$ cat src/rtl/hyperbus_udma_tx_prefetch.sv
// Prefetches a programmed number of uDMA beats into a small FIFO ahead of the HyperBus TX datapath.
// Define HYPERBUS_TX_PREFETCH_OUTREG_EN to add a registered output slice behind the FIFO.
module hyperbus_udma_tx_prefetch #(
    parameter int unsigned DataWidth      = 32,
    parameter int unsigned Depth          = 4,
    parameter int unsigned MaxOutstanding = 2,
    parameter int unsigned CntWidth       = 16
) (
    input  logic                 clk_i,
    input  logic                 rstn_i,
    input  logic                 clr_i,
    input  logic                 start_i,
    input  logic [CntWidth-1:0]  beats_i,
    output logic                 busy_o,
    output logic                 done_o,
    output logic                 req_o,
    input  logic                 gnt_i,
    input  logic                 valid_i,
    input  logic [DataWidth-1:0] data_i,
    output logic                 ready_o,
    output logic [DataWidth-1:0] data_o,
    output logic                 valid_o,
    input  logic                 ready_i
);

    localparam int unsigned PtrW = (Depth > 1) ? $clog2(Depth) : 1;
    localparam int unsigned OccW = $clog2(Depth + 1);
    localparam int unsigned OutW = $clog2(MaxOutstanding + 1);
    localparam int unsigned SumW = OccW + 1;

    typedef enum logic [1:0] {
        IDLE,
        RUN,
        DRAIN
    } state_t;

    state_t               state, state_n;
    logic [DataWidth-1:0] mem [Depth];
    logic [PtrW-1:0]      wptr, wptr_n, rptr, rptr_n;
    logic [OccW-1:0]      count, count_n, occ_n;
    logic [OutW-1:0]      outstanding, outstanding_n;
    logic [OutW-1:0]      discard, discard_n;
    logic [CntWidth-1:0]  remaining, remaining_n;
    logic [CntWidth-1:0]  popleft, popleft_n;
    logic                 grant, rsp, drop, pop, fifo_rd;
    logic                 done_n, req_n;

`ifdef HYPERBUS_TX_PREFETCH_OUTREG_EN
    logic                 out_valid, out_valid_n;
    logic [DataWidth-1:0] out_data;
`endif

    assign ready_o = 1'b1;

`ifdef HYPERBUS_TX_PREFETCH_OUTREG_EN
    assign valid_o = out_valid;
    assign data_o  = out_data;
`else
    assign valid_o = (count != '0);
    assign data_o  = (count != '0) ? mem[rptr] : '0;
`endif

    always_comb begin
        grant = req_o && gnt_i;
        rsp   = valid_i && (outstanding != '0) && (state != DRAIN);
        drop  = valid_i && (state == DRAIN) && (discard != '0);
`ifdef HYPERBUS_TX_PREFETCH_OUTREG_EN
        pop         = out_valid && ready_i;
        fifo_rd     = (count != '0) && (!out_valid || ready_i);
        out_valid_n = fifo_rd ? 1'b1 : (pop ? 1'b0 : out_valid);
`else
        pop     = (count != '0) && ready_i;
        fifo_rd = pop;
`endif
        state_n       = state;
        wptr_n        = wptr + PtrW'(rsp);
        rptr_n        = rptr + PtrW'(fifo_rd);
        count_n       = count + OccW'(rsp) - OccW'(fifo_rd);
        outstanding_n = outstanding + OutW'(grant) - OutW'(rsp);
        discard_n     = discard - OutW'(drop);
        remaining_n   = remaining - CntWidth'(grant);
        popleft_n     = (popleft != '0) ? popleft - CntWidth'(pop) : popleft;
        done_n        = 1'b0;

        case (state)
            IDLE: begin
                if (start_i) begin
                    if (beats_i != '0) begin
                        remaining_n = beats_i;
                        popleft_n   = beats_i;
                        state_n     = RUN;
                    end else begin
                        done_n = 1'b1;
                    end
                end
            end
            RUN: begin
                if (pop && (popleft == CntWidth'(1))) begin
                    done_n  = 1'b1;
                    state_n = IDLE;
                end
            end
            DRAIN: begin
                if (discard_n == '0) begin
                    state_n = IDLE;
                end
            end
            default: state_n = IDLE;
        endcase

        // Flush: every request still in flight (including this cycle's grant) becomes a response to drop.
        if (clr_i) begin
            wptr_n        = '0;
            rptr_n        = '0;
            count_n       = '0;
            remaining_n   = '0;
            popleft_n     = '0;
            discard_n     = discard_n + outstanding_n;
            outstanding_n = '0;
            done_n        = 1'b0;
            state_n       = (discard_n != '0) ? DRAIN : IDLE;
`ifdef HYPERBUS_TX_PREFETCH_OUTREG_EN
            out_valid_n   = 1'b0;
`endif
        end

`ifdef HYPERBUS_TX_PREFETCH_OUTREG_EN
        occ_n = count_n + OccW'(out_valid_n);
`else
        occ_n = count_n;
`endif
        req_n = (state_n == RUN) && (remaining_n != '0) &&
                (outstanding_n < OutW'(MaxOutstanding)) &&
                ((SumW'(occ_n) + SumW'(outstanding_n)) < SumW'(Depth));
    end

    always_ff @(posedge clk_i) begin
        if (rsp) begin
            mem[wptr] <= data_i;
        end
    end

    always_ff @(posedge clk_i or negedge rstn_i) begin
        if (!rstn_i) begin
            state       <= IDLE;
            wptr        <= '0;
            rptr        <= '0;
            count       <= '0;
            outstanding <= '0;
            discard     <= '0;
            remaining   <= '0;
            popleft     <= '0;
            req_o       <= 1'b0;
            busy_o      <= 1'b0;
            done_o      <= 1'b0;
`ifdef HYPERBUS_TX_PREFETCH_OUTREG_EN
            out_valid   <= 1'b0;
            out_data    <= '0;
`endif
        end else begin
            state       <= state_n;
            wptr        <= wptr_n;
            rptr        <= rptr_n;
            count       <= count_n;
            outstanding <= outstanding_n;
            discard     <= discard_n;
            remaining   <= remaining_n;
            popleft     <= popleft_n;
            req_o       <= req_n;
            busy_o      <= (state_n != IDLE);
            done_o      <= done_n;
`ifdef HYPERBUS_TX_PREFETCH_OUTREG_EN
            out_valid   <= out_valid_n;
            if (fifo_rd && !clr_i) begin
                out_data <= mem[rptr];
            end
`endif
        end
    end

endmodule

$ cat config.mk
export PLATFORM = sky130hd
export DESIGN_NAME = hyperbus_udma_tx_prefetch
export DESIGN_NICKNAME = d
export VERILOG_FILES = /design/src/rtl/hyperbus_udma_tx_prefetch.sv
export SDC_FILE = /design/constraint.sdc
export NUM_CORES = 1
export LEC_CHECK = 0
export BUFFER_PORTS_ARGS = -buffer_cell sky130_fd_sc_hd__clkbuf_2
export CELL_PAD_IN_SITES_DETAIL_PLACEMENT = 1
export CELL_PAD_IN_SITES_GLOBAL_PLACEMENT = 2
export CORE_UTILIZATION = 45
export CTS_CLUSTER_SIZE = 12
export DETAILED_ROUTE_END_ITERATION = 10
export PLACE_DENSITY_LB_ADDON = 0.1
export SYNTH_ARGS = -nofsm -noshare
export SYNTH_HDL_FRONTEND = slang
export SYNTH_SLANG_ARGS = --single-unit
$ cat constraint.sdc
create_clock -name clk_i -period 10.1 [get_ports clk_i]
set_input_delay 0.505 -clock clk_i [delete_from_list [all_inputs] [get_ports clk_i]]
set_output_delay 0.505 -clock clk_i [all_outputs]
set_load 0.01 [all_outputs]
==> qor.yml, run 1 <==
clk_pin_slew_ns: 0.07
cp-start-kind: "register"
antenna_found_initial: 0
fmax_mhz: 285
drive_gt1_share_pct: 28.0
ys_seq_area_share_pct: 66.7
final.min_clock_period_ns: 3.51
ys_types: 46
grt_max_degree: 49
critical_path_depth: 13
grt_overflow: 0
avgSynthCellArea_um2: 15.3
async_flop_share_pct: 27.3
setup_viol: 0
drt_first_pass_iters: 4
io_buffers: 90
power_density_mw_per_mm2: 259
hold_ws_ns: 0.179
ctsHtreeMaxLevel: 4
vdd_drop_max_mv: 0.144
insertion_delay_ns: 0.43
die_area_mm2: 0.0173
multi_input_area_mm2: 0.00240
cts_hold_buf: 0
dp.cells: 792
area_growth_pct: 17.2
cp-startpoint: "count[1]"
post_cts_buffers: 0
cp_data_required_time_ns: 10.44
dpl-instance-area_mm2: 0.00828
endpoint_kind: "register"
max-slew-margin-rel_pct: 42.4
tns_ns: 0
grt_pass1_wl_mm: 25.9
die_w_um: 132
register_area_mm2: 0.00505
rsz0062_at_grt: "false"
cts_root_buf: "clkbuf_16"
start_util_pct: 45.8
synth_top_area_share_pct: 50.8
worst_r2r_path_depth: 13
worst_pin_slew_ns: 0.864
ios: 92
synth.most_common_cell: "edfxtp_1"
synthTopCellsByArea: "edfxtp_1 (51%), dfrtp_1 (16%), mux4_2 (9.5%)"
skew_ns: 0.00964
fin_crit_sh_pct: 34.7
netlist_top_cells_count: "edfxtp_1 (128), dfrtp_1 (48), and2_1 (35), mux4_2 (32), nor2_1 (30)"
grt_use_total_pct: 19.8
cts_buffers: 17
rr_startpoint: "count[1]"
crit_top_cell: "ha_1"
ys.flop_type: "edfxtp_1"
vias: 4451
cp-endpoint: "req_o"
avgViaCountPerCell: 5.40
drc: 0
hold_viol_final: 0
netlist_area_mm2: 0.00757
p_leak_nw: 3.31
routed_wl_mm: 15.8
antenna_left: 0
hold_class: "input pin to asynchronous set/reset pin"
crit_type: "register to register"
fillCellCount: 1643
slowest_stage: "fa_1"
cts_resized: 0
antenna_cells: 0
cp.arrival_ns: 3.85
ys_ff_latch: 176
synth_edf_count: 128
gp_congestion: 0.809
grt_pass1_vias: 4830
die_h_um: 132
outcome: "completed"
path_delay_family: "simple AND/OR/NAND/NOR gates"
synth_nets: 565
wl_per_cell_um: 19.2
critical_path.max_stage_delay_ns: 0.49
crit_chain: "or3_1 > buf_4 > and2_1 > ha_1 > inv_1 > ha_1 > fa_1 > nor2b_1 > ha_1 > nand3_1 > nand2_1 > or4_1 > a31oi_1"
r2r-end: "req_o"
crit_buf_inv: 2
dp_hpwl_mm: 10.6
cts_tree: "done"
core_area_mm2: 0.0165
cap_violations: 0
synth_top_cell_by_area: "edfxtp_1"
power_mw: 2.30
cts_buffer_depth: 2
fp-row-count: 47
synth_cells: 496
numClockSinks: 176
nets: 660
final_area_mm2: 0.00887
synth-warning-count: 0
final_cells: 824
rrSetupSlack_ns: 6.59
slew_violations: 0
drt-initial-drc-count: 217
crit_fanout: 34
-- cell usage in the layout, fill, tap and decap left out, drive strengths merged, types with 2 or more instances in the layout --
| cell type | netlist | final |
|---|---|---|
| a211oi | 10 | 10 |
| a21oi | 22 | 22 |
| a31oi | 3 | 3 |
| and2 | 35 | 35 |
| buf | 7 | 7 |
| bufinv | 0 | 3 |
| clkbuf | 14 | 109 |
| clkinv | 0 | 6 |
| clkinvlp | 0 | 2 |
| dfrtp | 48 | 48 |
| edfxtp | 128 | 128 |
| ha | 13 | 13 |
| inv | 15 | 17 |
| mux4 | 32 | 32 |
| nand2 | 19 | 19 |
| nand2b | 5 | 5 |
| nand3 | 4 | 4 |
| nand4 | 2 | 2 |
| nor2 | 30 | 30 |
| nor2b | 6 | 6 |
| nor3 | 19 | 19 |
| nor3b | 3 | 3 |
| nor4 | 7 | 7 |
| o21ai | 10 | 10 |
| o31ai | 3 | 3 |
| or3 | 5 | 5 |
| or4 | 7 | 7 |
| xnor2 | 21 | 21 |
| xor2 | 15 | 15 |
-- registers in the layout (all words and copies together), names as in the netlist --
name         count
mem            128
popleft         16
remaining       16
count            3
discard          2
outstanding      2
rptr             2
state            2
wptr             2
busy_o           1
done_o           1
req_o            1
-- power breakdown --
group,switching [mW],total (mW),internal [mW]
clock,0.272,0.662,0.390
combinational,0.375,0.703,0.328
sequential,0.0771,0.932,0.855
total,0.724,2.30,1.57
-- stage by stage --
stage | setup slack, ns | util (%)
2_1_floorplan | 6.53 | -
3_3_place_gp | 6.71 | 50.1
3_5_place_dp | 6.61 | 50.1
4_1_cts | 6.56 | 53.7
5_1_grt | 6.39 | 53.7
6_report | 6.59 | 53.7
-- kinds of logic (layout without fill, tap and decap cells) --
group | count (synthesis) | count (layout) | share of synthesized area [%]
buf+inv | 36 | 144 | 1.93
fa+ha+maj | 14 | 14 | 2.41
compound gates | 52 | 52 | 4.20
simple gates | 149 | 149 | 11.1
mux | 32 | 32 | 9.52
flops | 176 | 176 | 66.7
xor+xnor | 36 | 36 | 4.17
other cells | 1 | 1 | 0.0495
-- worst min-delay path by stage --
stage | endpoint | slack (ns) | cells past startpoint
2_1_floorplan | busy_o | 0.21 | 0
4_1_cts | remaining[4] | 0.20 | 2
5_1_grt | remaining[4] | 0.23 | 2
3_3_place_gp | done_o | 0.51 | 1
6_report | remaining[1] | 0.18 | 2
3_5_place_dp | done_o | 0.52 | 1
-- final cells by class --
type | instances | share of cell area, %
flip-flops and latches | 176 | 56.9
multi-input cells | 284 | 27.0
repair buffers | 97 | 5.67
clock buffers | 19 | 4.88
well taps | 220 | 3.10
clock inverters | 13 | 1.83
inverters | 15 | 0.635
-- worst register-to-register path, delay by kind of cell, from the launching register on --
| family | cells | cell delay, ns |
|---|---|---|
| AOI/OAI and AO/OA | 1 | 0.17 |
| adders and majority gates | 4 | 1.23 |
| buffers and inverters | 2 | 0.29 |
| DFF | 1 | 0.41 |
| and+or+nand+nor | 6 | 1.34 |
-- metal layers --
layer / routed length [um] / track usage, % / vias up
met5: 0 / 0 / -
met4: 194 / 5.75 / 0
met3: 561 / 4.36 / 15
met2: 8230 / 34.2 / 85
met1: 6840 / 25.1 / 2286
li1: - / - / 2065
Power figures use the tool's default switching activity.
==> run 2: changes to the inputs <==
--- a/config.mk
+++ b/config.mk
@@ -8,7 +8,7 @@
 export BUFFER_PORTS_ARGS = -buffer_cell sky130_fd_sc_hd__clkbuf_2
 export CELL_PAD_IN_SITES_DETAIL_PLACEMENT = 1
 export CELL_PAD_IN_SITES_GLOBAL_PLACEMENT = 2
-export CORE_UTILIZATION = 45
+export CORE_UTILIZATION = 42
 export CTS_CLUSTER_SIZE = 12
 export DETAILED_ROUTE_END_ITERATION = 10
 export PLACE_DENSITY_LB_ADDON = 0.1
==> constraint.sdc (replaced) <==
create_clock -name clk_i -period 3.35 [get_ports clk_i]
set_input_delay 0.1675 -clock clk_i [delete_from_list [all_inputs] [get_ports clk_i]]
set_output_delay 0.1675 -clock clk_i [all_outputs]
set_load 0.01 [all_outputs]
==> qor.yml, run 2 (same netlist as run 1, synthesis figures left out) <==
outcome: "completed"
cts_buffers: 17  # unchanged
antenna_found_initial: 0  # unchanged
grt_max_degree: 41  # -16%
core_area_mm2: 0.0175  # +5.8%
die_area_mm2: 0.0186  # +7.0%
hold_ws_ns: 0.0754  # -0.103 ns
ctsHtreeMaxLevel: 4  # unchanged
cp-start-kind: "register"
antenna_cells: 0  # unchanged
mostFrequentLayoutCells: "edfxtp_1 (128), clkbuf_2 (90), dfrtp_1 (47)"
grt_use_total_pct: 19.7  # -0.15 points
nets: 702  # +6.4%
crit_type: "register to register"
hold_class: "input pin to register"
rsz0062_at_grt: "false"
routed_wl_mm: 16.9  # +7.0%
drc: 0  # unchanged
antenna_left: 0  # unchanged
ios: 92  # unchanged
fin_crit_sh_pct: 95.1  # +60 points
grt_overflow: 0  # unchanged
fillCellCount: 1710  # +4.1%
io_buffers: 90  # unchanged
crit_fanout: 4  # -88%
switching_share_pct: 32.3  # +0.84 points
die_h_um: 136  # +3.5%
cts_buffer_depth: 2  # unchanged
p_seq_share_pct: 39.5  # -1.1 points
final.min_clock_period_ns: 3.19  # -0.323 ns
die_w_um: 136  # +3.5%
clockPowerShare_pct: 28.7  # about the same
p_leak_nw: 3.51  # +6.0%
final_common_cell: "edfxtp_1"
hold_viol_final: 0  # unchanged
endpoint_kind: "register"
clk_pin_slew_ns: 0.07  # about the same
setup_viol: 0  # unchanged
tns_ns: 0  # unchanged
cts_root_buf: "clkbuf_16"
utilization_pct: 53.3  # -0.42 points
cp_data_required_time_ns: 3.69  # -6.75 ns
avgViaCountPerCell: 5.29  # -2.0%
drive_gt1_share_pct: 28.5  # +0.50 points
drt-initial-drc-count: 254  # +17%
largest_reg_flops: 128  # unchanged
power_density_mw_per_mm2: 757  # +190%
vdd_drop_max_mv: 0.387  # +170%
combPwrFrac_pct: 31.8  # +1.2 points
vias: 4611  # +3.6%
area_growth_pct: 23.0
fmax_mhz: 314  # +10%
internal-power_mw: 4.77  # +200%
start_util_pct: 43.3  # -2.5 points
dp_hpwl_mm: 10.9  # +2.8%
power_switching_mw: 2.28  # +210%
gp_congestion: 0.779  # -3.8%
fp-row-count: 48  # +2.1%
cts_tree: "done"
drt_first_pass_iters: 6  # +2
max-slew-margin-rel_pct: 28.8  # -14 points
wl_per_cell_um: 19.5  # +1.3%
grt_pass1_vias: 4927  # +2.0%
reg_top3: "mem x128, popleft x16, remaining x16"
slew_violations: 0  # unchanged
numClockSinks: 176  # unchanged
cp.arrival_ns: 3.53  # -0.32 ns
skew_ns: 0.00855  # -0.00109 ns
worst_pin_slew_ns: 1.07  # +0.204 ns
grt_pass1_wl_mm: 26.6  # +2.7%
cap_violations: 0  # unchanged
insertion_delay_ns: 0.43  # about the same
top_register: "mem"
[run 2: layout make-up]
type                    count  area, um^2  share of cell area, %
flip-flops and latches    176        5050                   54.2
multi-input cells         284        2410                   25.9
repair buffers            139         913                   9.81
clock buffers              17         425                   4.57
well taps                 225         282                   3.02
clock inverters            15         176                   1.89
inverters                  15        56.3                  0.605
[run 2: per-layer routing]
layer	wire (um)	up-vias	GRT usage [%]
met4	185	0	6.30
met2	8600	93	33.6
met5	0	-	0
met3	608	17	4.59
li1	-	2149	-
met1	7560	2352	24.6
[run 2: critical path, stage by stage (launching register included)]
cell	delay [ns]
dfrtp_1	0.42
or3_4	0.39
and2_4	0.18
ha_1	0.26
inv_1	0.05
ha_1	0.19
fa_1	0.43
nor2b_2	0.18
ha_1	0.31
nand3_1	0.08
nand2_1	0.05
or4_1	0.40
a31oi_1	0.17
[run 2: worst paths after layout]
kind | from | end | slack (ns) | depth (start not counted)
max | count[1] | req_o | 0.16 | 12
min | beats_i[12] | popleft[12] | 0.08 | 3
max reg2reg | count[1] | req_o | 0.16 | 12
min reg2reg | state[1] | done_o | 0.50 | 1
max in group asynchronous | rstn_i | wptr[1] | 2.16 | 3
min in group asynchronous | rstn_i | popleft[0] | 0.47 | 2
[run 2: metrics by stage]
stage               worst slack (ns)  power, mW  cells  area [um^2]
floorplan                    -0.0182       4.31    496         7570
global placement               0.263       5.00    804         8350
detailed placement             0.127       5.06    804         8350
CTS                           0.0377       7.14    869         9290
global route                 0.00306       7.46    871         9310
finish                         0.164       7.04    871         9310
[run 2: repair_timing]
action,4_1_cts,5_1_grt
endpoints found under the setup margin,0,1
gates resized for setup,0,3
hold buffers,33,0
buffers inserted,0,2
hold endpoints to repair,167,0
[run 2: power groups by stage]
stage	Combinational [mW]	Sequential, mW	Clock [mW]
2_1_floorplan	1.56	2.76	0
3_3_place_gp	2.19	2.82	0
3_5_place_dp	2.23	2.83	0
4_1_cts	2.27	2.79	2.07
5_1_grt	2.50	2.82	2.14
6_report	2.24	2.78	2.02
==> run 3: changes to the inputs <==
--- a/config.mk
+++ b/config.mk
@@ -11,7 +11,7 @@
 export CORE_UTILIZATION = 42
 export CTS_CLUSTER_SIZE = 12
 export DETAILED_ROUTE_END_ITERATION = 10
-export PLACE_DENSITY_LB_ADDON = 0.1
+export PLACE_DENSITY = 0.81
 export SYNTH_ARGS = -nofsm -noshare
 export SYNTH_HDL_FRONTEND = slang
 export SYNTH_SLANG_ARGS = --single-unit
==> constraint.sdc (replaced) <==
create_clock -name clk_i -period 3.6 [get_ports clk_i]
set_input_delay 0.18 -clock clk_i [delete_from_list [all_inputs] [get_ports clk_i]]
set_output_delay 0.18 -clock clk_i [all_outputs]
set_load 0.05 [all_outputs]
==> qor.yml, run 3 (same netlist as run 1, synthesis figures left out) <==
outcome: "completed"
drt_first_pass_iters: 4  # -2
hold_start: "beats_i[12]"
final_common_cell: "edfxtp_1"
avgViaCountPerCell: 5.30  # +0.11%
cts_resized: 0  # unchanged
largest_reg_flops: 128  # unchanged
dp_hpwl_mm: 11.6  # +6.5%
cap_violations: 0  # unchanged
routed_wl_mm: 17.0  # +0.53%
fillCellCount: 1726  # +0.94%
grtUsageMet2_pct: 33.4  # -0.23 points
area_growth_pct: 21.9
grt_overflow: 0  # unchanged
setup_viol: 0  # unchanged
power_density_mw_per_mm2: 765  # +1.1%
vdd_drop_max_mv: 0.468  # +21%
cp-startpoint: "count[0]"
cts_buffers: 17  # unchanged
start_util_pct: 43.3  # unchanged
grt_use_total_pct: 19.8  # +0.16 points
clk_pin_slew_ns: 0.07  # about the same
crit_fanout: 4  # unchanged
grt.busiest_layer: "met2"
fin_crit_sh_pct: 90.0  # -5.1 points
antenna_left: 0  # unchanged
rsz0062_at_grt: "false"
core_area_mm2: 0.0175  # unchanged
final.min_clock_period_ns: 3.24  # +0.0542 ns
endpoint_kind: "register"
ctsHtreeMaxLevel: 4  # unchanged
antenna_cells: 0  # unchanged
drt-initial-drc-count: 190  # -25%
hold_class: "input pin to register"
cp_data_required_time_ns: 3.95  # +0.26 ns
cts_tree: "done"
antenna_found_initial: 0  # unchanged
nets: 699  # -0.43%
p_leak_nw: 3.47  # -1.2%
max-slew-margin-rel_pct: 46.6  # +18 points
insertion_delay_ns: 0.44  # about the same
rr_startpoint: "count[0]"
cp.arrival_ns: 3.59  # +0.06 ns
grt_pass1_vias: 5142  # +4.4%
gp_congestion: 0.783  # +0.54%
reg_top3: "mem x128, popleft x16, remaining x16"
grt_max_degree: 34  # -17%
top_register: "mem"
hold_viol_final: 0  # unchanged
dp_slack_ns: 0.308  # +0.181 ns
tns_ns: 0  # unchanged
drc: 0  # unchanged
fmax_mhz: 309  # -1.7%
register_area_mm2: 0.00505  # unchanged
worst_pin_slew_ns: 0.799  # -0.269 ns
wl_per_cell_um: 19.6  # +0.87%
met1_usage_pct: 25.2  # +0.61 points
skew_ns: 0.0102  # +0.00166 ns
drive_gt1_share_pct: 27.7  # -0.80 points
multi_input_area_mm2: 0.00239  # -0.73%
global_route.usage.met3_pct: 4.92  # +0.34 points
setup_slack_ns: 0.359  # +0.196 ns
die_h_um: 136  # unchanged
mostFrequentLayoutCells: "edfxtp_1 (128), clkbuf_2 (90), dfrtp_1 (47)"
slew_violations: 0  # unchanged
vias: 4600  # -0.24%
fp-row-count: 48  # unchanged
ios: 92  # unchanged
die_area_mm2: 0.0186  # unchanged
die_w_um: 136  # unchanged
cts_root_buf: "clkbuf_16"
numClockSinks: 176  # unchanged
cp-start-kind: "register"
grt_pass1_wl_mm: 27.1  # +1.9%
crit_type: "register to register"
cts_buffer_depth: 2  # unchanged
io_buffers: 90  # unchanged
==> run 3: changes by cell type in the layout (fill, tap and decap cells not counted), moves of 2 or more <==
cell        delta
inv_8          +3
buf_4          -2
clkinvlp_4     +3
clkinv_4       -2
bufinv_16      -2
==> run 3: path summary, 6_finish.rpt <==
path,to,cells past startpoint,slack (ns)
max,req_o,12,0.36
min,popleft[12],3,0.07
max reg2reg,req_o,12,0.36
min reg2reg,done_o,1,0.54
max in group asynchronous,rptr[0],3,2.46
min in group asynchronous,remaining[0],2,0.31
==> run 3: routing by layer <==
layer / share of wire, % / wire [um]
met5: 0 / 0
met4: 1.2 / 211
met3: 3.6 / 615
met2: 50 / 8560
met1: 45 / 7650
==> run 3: repair_timing <==
| item | 4_1_cts | 5_1_grt |
|---|---|---|
| setup buffers | 0 | 0 |
| endpoints found under the hold margin | 151 | 0 |
| hold buffers | 33 | 0 |
==> run 3: power breakdown <==
part           total [mW]  leakage, nW  switching, mW  internal, mW
combinational        2.66         1.42           1.71         0.952
sequential           2.63         1.79          0.230          2.40
clock                1.77        0.269          0.855         0.920
==> run 3: cell type report <==
type	count	share of cell area [%]
tap	225	3.05
multi-input combinational	284	25.9
clock buffer	17	4.61
inverter	15	0.610
timing repair buffer	136	9.52
clock inverter	15	1.59
sequential	176	54.7
==> run 3: per-stage QoR <==
step / total power [mW] / cell area [um^2] / cells / hold slack [ns] / utilization (%)
3_3_place_gp: 5.24 / 8330 / 803 / 0.229 / 47.6
6_report: 7.06 / 9230 / 868 / 0.0689 / 52.8
2_1_floorplan: 4.64 / 7570 / 496 / -0.116 / -
5_1_grt: 7.44 / 9230 / 868 / 0.0952 / 52.8
4_1_cts: 7.14 / 9230 / 868 / 0.0464 / 52.8
3_5_place_dp: 5.32 / 8330 / 803 / 0.257 / 47.6
==> run 3: critical path, stage by stage (launching register included) <==
cell and delay (ns):
dfrtp_1 0.39, or3_1 0.39, and2_1 0.21, ha_1 0.29, inv_1 0.04, ha_1 0.19
fa_1 0.47, nor2b_1 0.21, ha_1 0.26, nand3_1 0.08, nand2_1 0.05, or4_1 0.42
a31oi_1 0.16
